**config.mk**
```make
export PLATFORM = sky130hd
export DESIGN_NAME = pipe_hazard_ctrl
export DESIGN_NICKNAME = d
export VERILOG_FILES = /design/src/rtl/pipe_hazard_ctrl.sv
export SDC_FILE = /design/constraint.sdc
export NUM_CORES = 1
export LEC_CHECK = 0
export ABC_AREA = 1
export BUFFER_PORTS_ARGS = -buffer_cell sky130_fd_sc_hd__buf_2
export CAP_MARGIN = 5
export CELL_PAD_IN_SITES_DETAIL_PLACEMENT = 0
export CELL_PAD_IN_SITES_GLOBAL_PLACEMENT = 1
export CORE_ASPECT_RATIO = 0.5
export CORE_MARGIN = 4
export CORE_UTILIZATION = 27
export DETAILED_ROUTE_END_ITERATION = 6
export PLACE_DENSITY_LB_ADDON = 0.1
export SETUP_SLACK_MARGIN = 0.5
export SKIP_LAST_GASP = 1
export SLEW_MARGIN = 20
export SYNTH_ARGS = -nofsm -noshare
export SYNTH_HDL_FRONTEND = slang
export SYNTH_SLANG_ARGS = --single-unit
```
**constraint.sdc**
```tcl
create_clock -name clk -period 1.8 [get_ports clk]
set_clock_uncertainty 0.05 [all_clocks]
set_input_delay 0.18 -clock clk [delete_from_list [all_inputs] [get_ports clk]]
set_output_delay 0.18 -clock clk [all_outputs]
set_load 0.1 [all_outputs]
```
**src/rtl/pipe_hazard_ctrl.sv**
```systemverilog
// pipe_hazard_ctrl
// ----------------
// Central stall/flush sequencer for a 5-stage pipeline. It drives the write
// enables and flushes of the IF/ID, ID/EXE, EXE/MEM and MEM/WB stage registers
// and the PC write enable. Conflicts are resolved by fixed priority, highest
// first: MEM exception, I/D cache busy, divide occupancy in EXE, taken branch
// in EXE, load-use hazard between EXE and ID.
//
// Parameters:
//   DIV_CYCLES       cycles the divider needs after Div_Start (2..63)
//
// Ports:
//   clk              rising-edge clock
//   rst              asynchronous active-low reset
//   ID_rs, ID_rt     source register fields of the instruction in ID
//   ID_RegsReadSel   bit0: ID reads rs, bit1: ID reads rt
//   EXE_Dst          destination register of the EXE instruction
//   EXE_RegWr        EXE instruction writes a GPR
//   EXE_IsLoad       EXE instruction is a load
//   EXE_IsDiv        EXE instruction is DIV/DIVU
//   EXE_BranchTaken  branch/jump in EXE resolved taken
//   MEM_ExceptValid  exception for the MEM instruction
//   ICache_Busy      instruction fetch not complete
//   DCache_Busy      data access not complete
//   PC_Wr .. WB_Wr   stage register write enables
//   ID_Flush .. WB_Flush  stage register flushes
//   Div_Start        one-cycle divider start pulse
//   Div_Abort        one-cycle in-flight divide cancel pulse
//   Perf_StallCnt    saturating count of cycles with PC_Wr=0
//
// Build option:
//   HAZARD_PERF_CNT_EN  when defined, Perf_StallCnt is a live counter;
//                       otherwise it is tied to zero and no counter is built.

module pipe_hazard_ctrl #(
  parameter int unsigned DIV_CYCLES = 32
) (
  input  logic        clk,
  input  logic        rst,
  input  logic [4:0]  ID_rs,
  input  logic [4:0]  ID_rt,
  input  logic [1:0]  ID_RegsReadSel,
  input  logic [4:0]  EXE_Dst,
  input  logic        EXE_RegWr,
  input  logic        EXE_IsLoad,
  input  logic        EXE_IsDiv,
  input  logic        EXE_BranchTaken,
  input  logic        MEM_ExceptValid,
  input  logic        ICache_Busy,
  input  logic        DCache_Busy,
  output logic        PC_Wr,
  output logic        ID_Wr,
  output logic        EXE_Wr,
  output logic        MEM_Wr,
  output logic        WB_Wr,
  output logic        ID_Flush,
  output logic        EXE_Flush,
  output logic        MEM_Flush,
  output logic        WB_Flush,
  output logic        Div_Start,
  output logic        Div_Abort,
  output logic [31:0] Perf_StallCnt
);

  typedef enum logic [1:0] {
    S_IDLE     = 2'd0,
    S_DIV      = 2'd1,
    S_DIV_DONE = 2'd2
  } state_e;

  localparam logic [5:0] DIV_CNT_INIT = 6'(DIV_CYCLES - 1);

  state_e     state_q, state_d;
  logic [5:0] div_cnt_q, div_cnt_d;

  logic cache_busy;
  logic load_use;
  logic div_hold;

  assign cache_busy = ICache_Busy | DCache_Busy;

  assign load_use = EXE_IsLoad & EXE_RegWr & (EXE_Dst != 5'd0) &
                    ((ID_RegsReadSel[0] & (ID_rs == EXE_Dst)) |
                     (ID_RegsReadSel[1] & (ID_rt == EXE_Dst)));

  // The divide holds EXE both on its launch cycle and while it is running.
  assign div_hold = (state_q == S_DIV) | ((state_q == S_IDLE) & EXE_IsDiv);

  // ---- state register ----
  always_ff @(posedge clk or negedge rst) begin
    if (!rst) begin
      state_q   <= S_IDLE;
      div_cnt_q <= 6'd0;
    end else begin
      state_q   <= state_d;
      div_cnt_q <= div_cnt_d;
    end
  end

  // ---- next-state logic ----
  always_comb begin
    state_d   = state_q;
    div_cnt_d = div_cnt_q;
    if (MEM_ExceptValid) begin
      if (state_q != S_IDLE) begin
        state_d   = S_IDLE;
        div_cnt_d = 6'd0;
      end
    end else begin
      case (state_q)
        S_IDLE: begin
          // A cache stall outranks the divide, so the launch waits for it.
          if (!cache_busy && EXE_IsDiv) begin
            state_d   = S_DIV;
            div_cnt_d = DIV_CNT_INIT;
          end
        end
        S_DIV: begin
          // The divider keeps running through cache stalls.
          if (div_cnt_q == 6'd0) state_d   = S_DIV_DONE;
          else                   div_cnt_d = div_cnt_q - 6'd1;
        end
        S_DIV_DONE: begin
          // The finished DIV can only leave EXE once the pipe moves again.
          if (!cache_busy) state_d = S_IDLE;
        end
        default: begin
          state_d   = S_IDLE;
          div_cnt_d = 6'd0;
        end
      endcase
    end
  end

  // ---- output logic ----
  always_comb begin
    PC_Wr     = 1'b1;
    ID_Wr     = 1'b1;
    EXE_Wr    = 1'b1;
    MEM_Wr    = 1'b1;
    WB_Wr     = 1'b1;
    ID_Flush  = 1'b0;
    EXE_Flush = 1'b0;
    MEM_Flush = 1'b0;
    WB_Flush  = 1'b0;
    Div_Start = 1'b0;
    Div_Abort = 1'b0;
    if (!rst) begin
      PC_Wr     = 1'b0;
      ID_Wr     = 1'b0;
      EXE_Wr    = 1'b0;
      MEM_Wr    = 1'b0;
      WB_Wr     = 1'b0;
      ID_Flush  = 1'b1;
      EXE_Flush = 1'b1;
      MEM_Flush = 1'b1;
      WB_Flush  = 1'b1;
    end else if (MEM_ExceptValid) begin
      // PC stays writable so the handler address is loaded.
      ID_Flush  = 1'b1;
      EXE_Flush = 1'b1;
      MEM_Flush = 1'b1;
      WB_Flush  = 1'b1;
      Div_Abort = (state_q != S_IDLE);
    end else if (cache_busy) begin
      PC_Wr  = 1'b0;
      ID_Wr  = 1'b0;
      EXE_Wr = 1'b0;
      MEM_Wr = 1'b0;
      WB_Wr  = 1'b0;
    end else if (div_hold) begin
      PC_Wr     = 1'b0;
      ID_Wr     = 1'b0;
      EXE_Wr    = 1'b0;
      MEM_Flush = 1'b1;
      Div_Start = (state_q == S_IDLE);
    end else if (state_q == S_DIV_DONE) begin
      // Departing DIV: plain advance, no branch/load-use in EXE to act on.
    end else if (EXE_BranchTaken) begin
      ID_Flush = 1'b1;
    end else if (load_use) begin
      PC_Wr     = 1'b0;
      ID_Wr     = 1'b0;
      EXE_Flush = 1'b1;
    end
  end

`ifdef HAZARD_PERF_CNT_EN
  logic [31:0] perf_cnt_q, perf_cnt_d;

  function automatic logic [31:0] sat_inc32(input logic [31:0] val);
    return (val == 32'hFFFF_FFFF) ? val : val + 32'd1;
  endfunction

  always_comb begin
    perf_cnt_d = perf_cnt_q;
    if (!PC_Wr) perf_cnt_d = sat_inc32(perf_cnt_q);
  end

  always_ff @(posedge clk or negedge rst) begin
    if (!rst) perf_cnt_q <= 32'd0;
    else      perf_cnt_q <= perf_cnt_d;
  end

  assign Perf_StallCnt = perf_cnt_q;
`else
  assign Perf_StallCnt = 32'h0;
`endif

endmodule

```
# --- Word level (Yosys, flattened, before mapping) ---
# Cells that the tools add are included.
word_totals:
  input_bits: 26
  out_inout_bits: 43
  word_cells: 80
  register_bits: 8
classes:
  n_mux: 50
  eq_ne: 10
  n_reduce_logical: 8
  add_sub_neg: 1
  n_bitwise: 9
ops:
  columns: ["cell", "n"]
  rows:
  - ["2-to-1 mux 1 bit", 39]
  - ["2-to-1 mux 6 bit", 4]
  - ["one-hot mux 6 bit (3 select lines)", 1]
  - ["== test 5 bit", 2]
  - ["2-to-1 mux 2 bit", 5]
  - ["AND reduction 4 bit", 2]
  - ["AND 1 bit", 6]
  - ["logical NOT 6 bit", 1]
  - ["inequality test 3 x 2 -> 1 bit, second input constant", 2]
  - ["inequality test 3 bit, second input constant", 2]
  - ["one-hot mux 2 bit (3 select lines)", 1]
  - ["subtractor 6 x 1 -> 6 bit, second input constant", 1]
  - ["nonzero test 5 bit", 1]
  - ["bitwise OR 1 bit", 3]
  - ["== test 2 x 1 -> 1 bit, second input constant", 1]
  - ["== test 2 bit, second input constant", 1]
  - ["logical NOT 2 bit", 1]
  - ["inequality test 2 x 1 -> 1 bit, second input constant", 1]
  - ["inequality test 2 bit, second input constant", 1]
  - ["nonzero test 2 bit", 1]
  - ["logical AND 1 bit", 1]
  - ["logical NOT 1 bit", 1]

# --- Depth between registers and ports, before layout ---
# Gate-level depths: netlist of the first run.
logic_depth:
  ltp_word: 11
  depth_mapped: 10
  mapped_depth_nobuf: 9

# --- Worst setup path before layout of the first run ---
# OpenSTA, ideal clock, no wires.
synth_path:
  kind: "input port to output port"
  start: "input MEM_ExceptValid"
  end: "output Div_Start"
  setup_slack_ns: -2.319
  arrival_ns: 3.889
  cell_stages: 4
  path_buffers: 1
  required_time_ns: 1.570
  cell_sequence: "clkbuf_2 > nor2_1 > inv_1 > nor4_1"
synth_between:
  elab_chain_cells: 2
synth_rtl:
  columns: ["element", "line", "source"]
  rows:
  - ["start, declared", "48", "input logic MEM_ExceptValid,"]
  - ["2-to-1 mux 1 bit", "158", "end else if (MEM_ExceptValid) begin"]
  - ["2-to-1 mux 1 bit", "148", "if (!rst) begin"]
  - ["end, declared", "60", "output logic Div_Start,"]
# No other way between the ends.

# --- Final worst setup path of the first run ---
layout_path:
  start: "register state_q[0]"
  end: "output PC_Wr"
layout_between:
  elab_chain_cells: 7
  word_cells_on_any_way: 10
  classes_between: "eq/ne (2); mux (5); bitwise (2); reduce/logical (1)"
layout_rtl:
  columns: ["element", "line", "source"]
  rows:
  - ["start, declared", "73", "state_e state_q, state_d;"]
  - ["start signal, assigned", "95", "state_q <= state_d;"]
  - ["logical NOT 2 bit", "87", "assign div_hold = (state_q == S_DIV) | ((state_q == S_IDLE) & EXE_IsDiv);"]
  - ["AND 1 bit", "87", null]
  - ["bitwise OR 1 bit", "87", null]
  - ["2-to-1 mux 1 bit (*)", "171", "end else if (div_hold) begin"]
  - ["2-to-1 mux 1 bit (*)", "165", "end else if (cache_busy) begin"]
  - ["2-to-1 mux 1 bit (*)", "158", null]
  - ["2-to-1 mux 1 bit (*)", "148", null]
  - ["end, declared", "51", "output logic PC_Wr,"]
# Every way passes the cells marked *; elsewhere a longest branch is shown, timed or not.

==> results of run 1 <==
## placed cells by master, fill, tap and decap left out
cell type,count
clkinvlp_4,1
nor2_1,15
clkbuf_8,3
inv_1,21
nor3_1,1
buf_12,9
nand4_4,1
nor2_4,5
nand2_2,10
nor4_4,1
o21ai_0,5
nand3b_1,2
dfrtp_1,6
ha_1,1
o21ai_1,2
buf_2,25
nand3_4,2
dlygate4sd3_1,1
nand2_8,1
xor2_1,1
a21oi_1,1
nor2_2,2
nand2_4,1
ha_2,1
nand2_1,43
o21ai_4,3
buf_6,4
o21ai_2,7
inv_2,3
a21oi_2,2
conb_1,32
nand4_1,2
clkbuf_1,1
nand3_1,5
dfrtp_2,2
buf_4,8
## layout make-up
cell class | instances | area, µm²
Sequential cell | 8 | 203
Clock buffer | 4 | 45.0
Multi-Input combinational cell | 146 | 840
Inverter | 25 | 97.6
Timing Repair Buffer | 47 | 420
Tap cell | 54 | 67.6
Fill cell | 419 | 2270
## stage by stage
| stage | instances | total power, µW | setup slack [ns] | hold WS (ns) | cell area [µm²] |
|---|---|---|---|---|---|
| global placement | 270 | 1170 | 0.267 | 0.0689 | 1390 |
| floorplan | 214 | 1090 | -0.548 | -0.166 | 1350 |
| CTS | 280 | 1490 | 0.127 | 0.197 | 1570 |
| global route | 284 | 1660 | 0.0317 | 0.257 | 1670 |
| detailed placement | 270 | 1170 | 0.229 | 0.0642 | 1390 |
| finish | 284 | 1540 | 0.134 | 0.212 | 1670 |
## path summary, 6_finish.rpt
path / start / end / slack [ns] / cells past startpoint
worst max-delay path: state_q[0] / PC_Wr / 0.13 / 6
min in group asynchronous: rst / div_cnt_q[5] / 0.49 / 3
worst min register to register: div_cnt_q[0] / div_cnt_q[0] / 0.45 / 2
worst min-delay path: EXE_IsDiv / state_q[0] / 0.21 / 3
max in group asynchronous: rst / state_q[1] / 0.88 / 3
worst max register to register: state_q[0] / div_cnt_q[4] / 0.35 / 8
## cells by family after synthesis
family | count (synthesis) | share of synthesized area, %
AO/OA/AOI/OAI | 20 | 10.3
XOR/XNOR | 1 | 0.787
adder cells (fa/ha/maj) | 2 | 2.25
buffers and inverters | 61 | 32.8
flip-flops | 8 | 18.0
other | 1 | 0.337
AND/OR/NAND/NOR | 90 | 35.5
## registers in the layout, indices dropped and copies added (netlist names)
signal     count
div_cnt_q      6
state_q        2
## worst register-to-register path, stage by stage (launching register included)
cell and delay, ns:
dfrtp_2 0.45, buf_4 0.15, buf_6 0.12, nor2_4 0.14, buf_6 0.12, o21ai_4 0.07
nand3_4 0.15, nand2_2 0.07, o21ai_2 0.05
## power groups by stage
stage,Sequential [µW],Clock [µW],Combinational [µW]
after floorplan,290,0,796
after global placement,306,0,862
after detailed placement,307,0,868
after CTS,307,236,946
after global routing,332,252,1070
final,318,229,994
## routing by layer
layer / up-vias / wire length [µm]
li1: 595 / -
met1: 524 / 1310
met2: 35 / 1530
met3: 5 / 161
met4: 0 / 34
met5: - / 0
## repair_timing
item                       in CTS  in global routing
setup endpoints to repair      17                 16
hold endpoints to repair        8                  0
pin swaps                       5                  7
gates resized for setup        25                 19
setup buffers                   4                  4
hold buffers                    1                  0
cloned                          1                  0
==> flow_summary.ini, run 1 <==
[grt]
grtUsageMet1_pct = 13.6
use_met3_pct = 1.84
grt_util_all_layers_pct = 11.1
grt_busiest_layer = met2
grt_pass1_vias = 1042
grt_max_degree = 9
antenna_found_initial = 0
met2_usage_pct = 20.0
grt.overflow.total = 0
grt_pass1_wl_um = 4630

[worst_hold_path]
hold_path_class = in -> reg

[power]
sw_frac_of_total_pct = 56.9
internal_power_uw = 665
power_density_mw_per_mm2 = 922
p_leak_uw = 0.000863
pwr-share-seq_pct = 20.6
p_comb_share_pct = 64.5
pwr-share-clk_pct = 14.9
peakVddDrop_uv = 276
power.switching_uw = 877

[setup_path]
crit_arrival_ns = 1.44
endpoint_kind = output port
critPathBufInv = 1
crit_family = flip-flops
max_stage_delay_ns = 0.45
cp-start-kind = register
critPathSlowestCell = dfrtp_2
cp.required_ns = 1.57
crit_fanout = 4
crit_chain = o21ai_4 > nand2_4 > nor2_2 > nand2_2 > nand2_8 > buf_12
critical_path_class = reg -> out

[flow_run]
drv_cap = 0

[clock_tree]
clk_latency_ns = 0.23
clockBufferDepth = 2
cts_sinks = 8
clock-root-buffer = clkbuf_8
cts_buffers = 3
clk_pin_slew_ns = 0.05
cts_tree = built
htree_levels = 1

[floorplan]
initial_utilization_pct = 28.2
dieArea_mm2 = 0.00528
die_x_um = 98.8
rows = 16
core_area_mm2 = 0.00394
die_y_um = 53.4
io_pins = 69

[routing]
viasPerCell = 4.08
ant_nets = 0
wl_per_cell_um = 10.7
num_vias = 1159
wl_um = 3040
drtPass1Iterations = 4
drt_iter0_drc = 20
drc_errors = 0

[timing]
fin_crit_sh_pct = 92.5
slew_violations = 0
period_needed_ns = 1.67
setup_total_negative_slack_ns = 0
fmax_mhz = 600
hold_viol_final = 0
rsz0062_at_grt = true
final-setup-viol-count = 0

[yosys]
yosys.area.top_type = buf_4
syn_inst = 183
synth_warnings = 0
ys_ff_latch = 8
synth_edf_count = 0
synth-async-reset-ratio_pct = 100
synthTopCellsByArea = buf_4 23%, dfrtp_1 18%, nand2_1 18%, inv_1 8.1%, nor2_1 6.7%
ys_seq_area_share_pct = 18.0
synth_top_cell_area_share_pct = 22.9
yosysMostFrequentCell = nand2_1
synth_area_per_cell_um2 = 6.09
syn-cell-area_mm2 = 0.00111
synth-main-ff-cell = dfrtp_1
synth_cell_types = 24
synthTopCellsByCount = 53 x nand2_1, 34 x buf_4, 24 x inv_1, 20 x nor2_1, 11 x o21ai_0

[placement]
gp_congestion = 0.816
io_buffers = 36
hpwlAfterDp_um = 2350

[cells_and_area]
utilization_pct = 42.4
insertedDiodeCount = 0
fin_nets = 259
post_route_cells_drive_above_1_share_pct = 39.6
area_growth_pct = 50.2

[status]
status = finished clean
Power figures use the tool's default switching activity.
==> run 2: changes to the inputs <==
- clock period: 1.8 -> 1.9 ns (I/O delays scaled with it)
==> flow_summary.ini, run 2 (synthesized netlist as in run 1, its figures left out) <==
[cells_and_area]
post_route_cells_drive_above_1_share_pct = 36.7
utilization_pct = 40.3
largest_reg_flops = 6
final_common_cell = nand2_1
layout_common_cells = 49 x nand2_1, 32 x conb_1, 25 x buf_2
insertedDiodeCount = 0
area_growth_pct = 42.7
fin_nets = 258
reg_top3 = div_cnt_q x6, state_q x2
largest_register = div_cnt_q

[grt]
grt_max_degree = 13
antenna_found_initial = 0
use_met3_pct = 2.76
grt.overflow.total = 0
grtUsageMet1_pct = 12.1
grt_pass1_wl_um = 4490
grt_pass1_vias = 1020
grt_busiest_layer = met2
met2_usage_pct = 20.1
grt_util_all_layers_pct = 10.7

[clock_tree]
htree_levels = 1
cts_buffers = 3
clockBufferDepth = 2
cts_tree = built
clock-root-buffer = clkbuf_8
clk_pin_slew_ns = 0.05
clk_latency_ns = 0.23
cts_sinks = 8

[placement]
place_ws_ns = 0.333
io_buffers = 36
hpwlAfterDp_um = 2320
gp_congestion = 0.769

[floorplan]
rows = 16
initial_utilization_pct = 28.2
dieArea_mm2 = 0.00528
die_y_um = 53.4
io_pins = 69
core_area_mm2 = 0.00394
die_x_um = 98.8

[power]
peakVddDrop_uv = 240
power_density_mw_per_mm2 = 886
p_leak_uw = 0.000836

[routing]
ant_nets = 0
num_vias = 1130
drt_iter0_drc = 16
drtPass1Iterations = 4
viasPerCell = 3.99
wl_per_cell_um = 10.4
drc_errors = 0
wl_um = 2950

[timing]
final-setup-viol-count = 0
fmax_mhz = 598
slew_violations = 0
hold_viol_final = 0
rsz0062_at_grt = true
period_needed_ns = 1.67
fin_crit_sh_pct = 88.0
layout_setup_ws_ns = 0.228

[setup_path]
endpoint_kind = output port
critical_path_class = reg -> out
cp.required_ns = 1.66
cp-start-kind = register
crit_fanout = 4
crit_arrival_ns = 1.43
reg2reg_slack_ns = 0.59

[status]
status = finished clean

[worst_hold_path]
hold_path_class = in -> reg

[flow_run]
drv_cap = 0
-- run 2: cell types whose count changed in the layout (fill, tap and decap cells not counted), moves of 3 or more --
cell      before  now
nand2_2       10    5
buf_6          4    1
clkbuf_4       0    3
nand2_1       43   49
-- run 2: cell type report --
class	count	area (µm²)
Sequential cell	8	203
Multi-Input combinational cell	146	800
Timing Repair Buffer	46	377
Fill cell	427	2350
Inverter	25	97.6
Tap cell	54	67.6
Clock buffer	4	45.0
-- run 2: worst max-delay path: stages (launching register included) --
cell and delay, ns:
dfrtp_2 0.43, o21ai_2 0.16, nand2_2 0.13, nor2_2 0.11, nand2_2 0.09, nand2_8 0.09
buf_12 0.18
-- run 2: routing by layer --
metal  wire (µm)  share of wire (%)  up-vias
met5           0                  0        -
met4          24               0.81        0
met3         188                6.4        2
met2        1490                 50       32
met1        1250                 42      506
li1            -                  -      590
-- run 2: worst paths after layout --
path                                    from      endpoint  cells after the start
worst max-delay path              state_q[0]         ID_Wr                      6
worst min-delay path               EXE_IsDiv    state_q[0]                      3
worst max register to register  div_cnt_q[0]  div_cnt_q[4]                      7
worst min register to register  div_cnt_q[0]  div_cnt_q[0]                      2
max in group asynchronous                rst    state_q[0]                      3
min in group asynchronous                rst  div_cnt_q[2]                      3
-- run 2: per-stage QoR --
stage	TNS (ns)	hold slack [ns]	cell area (µm²)	instances	total power (µW)
after floorplan	-0.836	-0.156	1350	214	1030
after global routing	0	0.208	1590	283	1500
after detailed placement	0	0.120	1360	269	1100
after CTS	0	0.205	1520	281	1360
final	0	0.202	1590	283	1410
after global placement	0	0.120	1360	269	1100
-- run 2: repair_timing --
item | CTS | global route
hold buffers | 1 | 0
setup buffers | 7 | 1
gates cloned | 0 | 1
pin swaps | 4 | 6
hold endpoints to repair | 8 | 0
endpoints found under the setup margin | 14 | 17
gates resized for setup | 17 | 15
-- run 2: where the power goes --
group,internal (µW),switching [µW]
sequential,226,68.8
clock,147,80.4
combinational,224,661
